[config.mk]
export PLATFORM = sky130hd
export DESIGN_NAME = hamming_burst_decoder
export DESIGN_NICKNAME = d
export VERILOG_FILES = /design/src/rtl/hamming_burst_decoder.sv
export SDC_FILE = /design/constraint.sdc
export NUM_CORES = 1
export LEC_CHECK = 0
export BUFFER_PORTS_ARGS = -buffer_cell sky130_fd_sc_hd__buf_4
export CAP_MARGIN = 20
export CORE_ASPECT_RATIO = 1.2
export CORE_MARGIN = 2
export CORE_UTILIZATION = 30
export CTS_CLUSTER_DIAMETER = 100
export DETAILED_ROUTE_END_ITERATION = 10
export SLEW_MARGIN = 20
export SYNTH_ARGS = -nofsm -noshare
export SYNTH_HDL_FRONTEND = slang
export SYNTH_SLANG_ARGS = --single-unit
[constraint.sdc]
create_clock -name clk -period 3.1 [get_ports clk]
set_clock_uncertainty 0.2 [all_clocks]
set_input_delay 0.155 -clock clk [delete_from_list [all_inputs] [get_ports clk]]
set_output_delay 0.155 -clock clk [all_outputs]
set_load 0.01 [all_outputs]
[src/rtl/hamming_burst_decoder.sv]
// Collects a burst of eight 12-bit Hamming codewords, corrects single-bit errors and replays the bytes with per-word flags.
// Optional HBD_ERR_COUNT_EN builds the corrected-word counter and sticky overrun flag; otherwise both read as 0.
module hamming_burst_decoder (
    input  logic        clk,
    input  logic        rst_n,
    input  logic        in_valid,
    input  logic [11:0] in_data,
    output logic        out_valid,
    output logic [7:0]  out_data,
    output logic        err_corr,
    output logic        err_uncorr,
    output logic [3:0]  err_count,
    output logic        overrun,
    output logic [1:0]  state
);

    typedef enum logic [1:0] {
        IDLE    = 2'd0,
        COLLECT = 2'd1,
        DECODE  = 2'd2,
        OUTPUT  = 2'd3
    } state_t;

    state_t      cur_st;
    state_t      nxt_st;
    logic [2:0]  idx;
    logic [11:0] rbuf  [8];
    logic [7:0]  dbuf  [8];
    logic [1:0]  flags [8];

    logic [11:0] cw;
    logic [11:0] cw_fix;
    logic [3:0]  syn;
    logic        syn_corr;
    logic        syn_uncorr;
    logic [7:0]  dec_byte;

    assign state = cur_st;

    always_ff @(posedge clk) begin
        if (!rst_n) begin
            cur_st <= IDLE;
        end else begin
            cur_st <= nxt_st;
        end
    end

    always_comb begin
        nxt_st = cur_st;
        case (cur_st)
            IDLE:    if (in_valid) nxt_st = COLLECT;
            COLLECT: if (in_valid && idx == 3'd7) nxt_st = DECODE;
            DECODE:  if (idx == 3'd7) nxt_st = OUTPUT;
            OUTPUT:  if (idx == 3'd7) nxt_st = IDLE;
            default: nxt_st = IDLE;
        endcase
    end

    // Bit i-1 of the codeword is Hamming position i.
    always_comb begin
        cw         = rbuf[idx];
        syn[0]     = cw[0] ^ cw[2] ^ cw[4] ^ cw[6] ^ cw[8] ^ cw[10];
        syn[1]     = cw[1] ^ cw[2] ^ cw[5] ^ cw[6] ^ cw[9] ^ cw[10];
        syn[2]     = cw[3] ^ cw[4] ^ cw[5] ^ cw[6] ^ cw[11];
        syn[3]     = cw[7] ^ cw[8] ^ cw[9] ^ cw[10] ^ cw[11];
        syn_corr   = (syn != 4'd0) && (syn <= 4'd12);
        syn_uncorr = (syn >= 4'd13);
        cw_fix     = cw ^ (syn_corr ? (12'd1 << (syn - 4'd1)) : 12'd0);
        dec_byte   = {cw_fix[11], cw_fix[10], cw_fix[9], cw_fix[8],
                      cw_fix[6],  cw_fix[5],  cw_fix[4], cw_fix[2]};
    end

    // Buffers are deliberately left out of reset.
    always_ff @(posedge clk) begin
        if (in_valid && (cur_st == IDLE || cur_st == COLLECT)) begin
            rbuf[(cur_st == IDLE) ? 3'd0 : idx] <= in_data;
        end
        if (cur_st == DECODE) begin
            dbuf[idx]  <= dec_byte;
            flags[idx] <= {syn_uncorr, syn_corr};
        end
    end

    always_ff @(posedge clk) begin
        if (!rst_n) begin
            idx        <= 3'd0;
            out_valid  <= 1'b0;
            out_data   <= 8'h00;
            err_corr   <= 1'b0;
            err_uncorr <= 1'b0;
        end else begin
            case (cur_st)
                IDLE: begin
                    out_valid  <= 1'b0;
                    out_data   <= 8'h00;
                    err_corr   <= 1'b0;
                    err_uncorr <= 1'b0;
                    if (in_valid) idx <= 3'd1;
                end
                COLLECT: begin
                    if (in_valid) idx <= idx + 3'd1;
                end
                DECODE: begin
                    idx <= idx + 3'd1;
                end
                OUTPUT: begin
                    out_valid  <= 1'b1;
                    out_data   <= dbuf[idx];
                    err_corr   <= flags[idx][0];
                    err_uncorr <= flags[idx][1];
                    idx        <= idx + 3'd1;
                end
                default: idx <= 3'd0;
            endcase
        end
    end

`ifdef HBD_ERR_COUNT_EN
    always_ff @(posedge clk) begin
        if (!rst_n) begin
            err_count <= 4'd0;
            overrun   <= 1'b0;
        end else if (cur_st == IDLE && in_valid) begin
            err_count <= 4'd0;
            overrun   <= 1'b0;
        end else begin
            if (cur_st == DECODE && syn_corr && err_count != 4'd8) begin
                err_count <= err_count + 4'd1;
            end
            if (in_valid && (cur_st == DECODE || cur_st == OUTPUT)) begin
                overrun <= 1'b1;
            end
        end
    end
`else
    assign err_count = 4'd0;
    assign overrun   = 1'b0;
`endif

endmodule

==> flow_summary_export.csv <==
group,metric,value,unit
route,drtIter0Drc,171,
worst_setup_path,cp-end-kind,"flop",
timing,worst_pin_slew,0.515,ns
final_layout,instances_no_fill,854,
synth,synth_flop_cell,"edfxtp_1",
clock_network,cts_buffers,17,
power_and_ir_drop,ir_drop,0.579,mV
placement,io_buffers,27,
placement,dp.cells,795,
worst_setup_path,cp_slowest_cell,"or4b_4",
power_and_ir_drop,p_leak,3.31,nW
die,fp.dieH,182,microns
die,fp-row-count,65,
run_status,status,"finished with violations",
synth,async_flop_share,0,
synth,yosys-top-cells-area,"edfxtp_1 (67%), mux4_2 (11%), dfxtp_1 (4.8%)",
flow_run,drv_cap,0,
route,viasPerCell,4.61,
synth,ys_seq_area_frac,0.716,
synth,synth_most_common_cell,"edfxtp_1",
route,drcViolationCount,0,
final_layout,final_area,9960,sq um
hold_path,hold-path-endpoint,"out_valid",
die,dieArea,27700,sq um
worst_setup_path,crit_buf_inv,3,
final_layout,syn_to_final_growth,25.8,%
route,drt-pass1-iter-count,4,
synth,synth_edf_count,176,
worst_setup_path,crit_arrival,3.31,ns
hold_path,hold_start,"out_valid",
placement,place.gp.congestion,0.734,
worst_setup_path,crit_top_cell,"buf_6",
worst_setup_path,r2r_end,"dbuf[5][6]",
synth,syn_area,7920,sq um
worst_setup_path,slowest_delay,0.57,ns
final_layout,final_nets,527,
grt,grt_usage,0.111,
worst_setup_path,worstPathRequired,3.07,ns
synth,yosysWarnings,0,
route,wl_per_cell,17.7,microns
final_layout,final_util,0.381,
route,wirelength,15100,microns
die,core,26100,sq um
synth,synth_seq_cells,195,
worst_setup_path,reg2regPathDepth,9,
timing,slew-limit-headroom,0.657,
grt,first_global_vias,4120,
worst_setup_path,cp-start-kind,"flop",
timing,fin_crit,3.34,ns
final_layout,nFillCells,2332,
worst_setup_path,critPathTopFamily,"XOR/XNOR gates",
synth,synth_top_area_cell,"edfxtp_1",
hold_path,hp-class,"flop to flop",
timing,finalWorstSetupSlack,-0.243,ns
route,vias,3941,
placement,place_ws,-0.251,ns
synth,synth.distinct_cells,39,
clock_network,path_clk_slew,0.07,ns
run_status,violations,"negative setup slack",
timing,finalHoldViolCount,0,
final_layout,num_antenna_cells,0,
worst_setup_path,r2r_setup_slack,-0.24,ns
worst_setup_path,path_class,"flop to flop",
timing,post-route-period-util,1.08,
clock_network,cts_tree,"done",
clock_network,cts_root_buffer,"clkbuf_16",
synth,avgSynthCellArea,19.7,sq um
timing,rsz0062_at_grt,"yes",
timing,setup_viol_count_final,80,
final_layout,register_area,5670,sq um
timing,fmax,299,MHz
grt,antenna_found_initial,0,
worst_setup_path,path_cells,"buf_6 -> buf_6 -> mux4_2 -> mux2i_4 -> buf_6 -> xnor3_2 -> xnor2_4 -> or4b_4 -> xor2_4",
synth,netlist.area_leader.share,0.668,
clock_network,htreeDepth,4,
placement,dp_hpwl,9960,microns
hold_path,holdPathStages,2,
grt,overflow,0,
grt,grt_max_degree,21,
die,ios,33,
clock_network,numClockSinks,195,
die,start_util,0.303,
final_layout,multi_input_area,2320,sq um
worst_setup_path,path_max_fanout,8,
clock_network,clk_path_buf_depth,2,
route,drtAntennaViolNets,0,
synth,synthTopCellsByCount,"edfxtp_1 (176), mux4_2 (40), dfxtp_1 (19), mux2i_1 (19), nor2_1 (18)",
die,die_x,152,microns
grt,grt_pass1_wl,22900,microns
power_and_ir_drop,total_power,10.1,mW
placement,dpl_cell_area,8850,sq um
timing,finalMaxSlewViolations,0,
final_layout,drive_gt1_frac,0.382,
synth,syn_inst,402,
power_and_ir_drop,power_density,1020,nW/um^2
clock_network,insertion_delay,0.43,ns
-- per-stage QoR --
step                      setup TNS (ns)  hold WS (ns)
after floorplan                    -1.02        0.0539
after global placement            -13.18         0.180
after detailed placement          -14.86         0.192
after CTS                          -5.32         0.274
after global routing              -20.67         0.290
final                             -12.74         0.282
-- state kept, by name, indices dropped and copies added, names as in the netlist, named ones only --
name	flops
out_data	8
state	2
dbuf	64
flags	16
rbuf	96
err_corr	1
err_uncorr	1
out_valid	1
idx	3
-- layout make-up --
cell class / count / area share
clock inverters: 15 / 0.0239
flip-flops and latches: 195 / 0.570
inverters: 3 / 0.00113
well taps: 335 / 0.0421
repair buffers: 104 / 0.0872
multi-input cells: 185 / 0.233
clock buffers: 17 / 0.0427
-- worst reg2reg max path, stage by stage, from the launching register on --
cell,delay (ns)
dfxtp_4,0.37
buf_6,0.11
buf_6,0.09
mux4_2,0.51
mux2i_4,0.19
buf_6,0.12
xnor3_2,0.55
xnor2_4,0.21
or4b_4,0.57
xor2_4,0.20
-- routing by layer --
metal  track usage  vias up  routed length, microns
met5             0        -                       0
met4        0.0516        0                     405
met3        0.0217       30                     512
met2         0.206       85                    8220
met1         0.121     2024                    5990
li1              -     1802                       -
-- repair_timing --
action	in CTS	in global routing
resized for setup	19	16
pin swaps	5	7
hold buffers	14	0
setup buffers	8	5
endpoints found under the setup margin	80	80
hold endpoints to repair	115	0
-- how the worst max path moves through the flow --
stage / from / end / slack (ns) / depth (start not counted)
finish: flop / dbuf[5][6] / -0.24 / 9
global route: flop / dbuf[2][6] / -0.32 / 9
CTS: flop / dbuf[0][6] / -0.16 / 9
detailed placement: flop / dbuf[5][0] / -0.25 / 7
global placement: flop / dbuf[2][4] / -0.23 / 7
floorplan: flop / dbuf[0][3] / -0.06 / 8
-- kinds of logic after synthesis --
| kind of cell | count (synthesis) | synth area share |
|---|---|---|
| other cells | 1 | 0.000474 |
| mux | 68 | 0.161 |
| compound gates | 18 | 0.0136 |
| fa+ha+maj | 6 | 0.00948 |
| simple gates | 67 | 0.0450 |
| flops | 195 | 0.716 |
| xor+xnor | 21 | 0.0321 |
| buf+inv | 26 | 0.0228 |
-- report_power, final --
group	internal, mW	total (mW)	switching (mW)	leakage (nW)
Sequential	3.67	3.74	0.0727	1.75
Clock	1.33	2.35	1.03	0.321
Combinational	1.98	4.04	2.07	1.24
-- cells in the final DEF, fill, tap and decap left out, types with 5 or more instances in the layout --
cell / netlist / layout
and2_1: 10 / 10
buf_4: 6 / 83
clkbuf_16: 0 / 17
clkinv_8: 0 / 5
conb_1: 1 / 5
dfxtp_1: 19 / 16
dlygate4sd3_1: 0 / 14
edfxtp_1: 176 / 176
ha_1: 6 / 6
mux2i_1: 19 / 15
mux2i_4: 1 / 6
mux4_2: 40 / 41
nand2_1: 15 / 15
nor2_1: 18 / 18
o21ai_0: 12 / 12
Power figures use the tool's default switching activity.
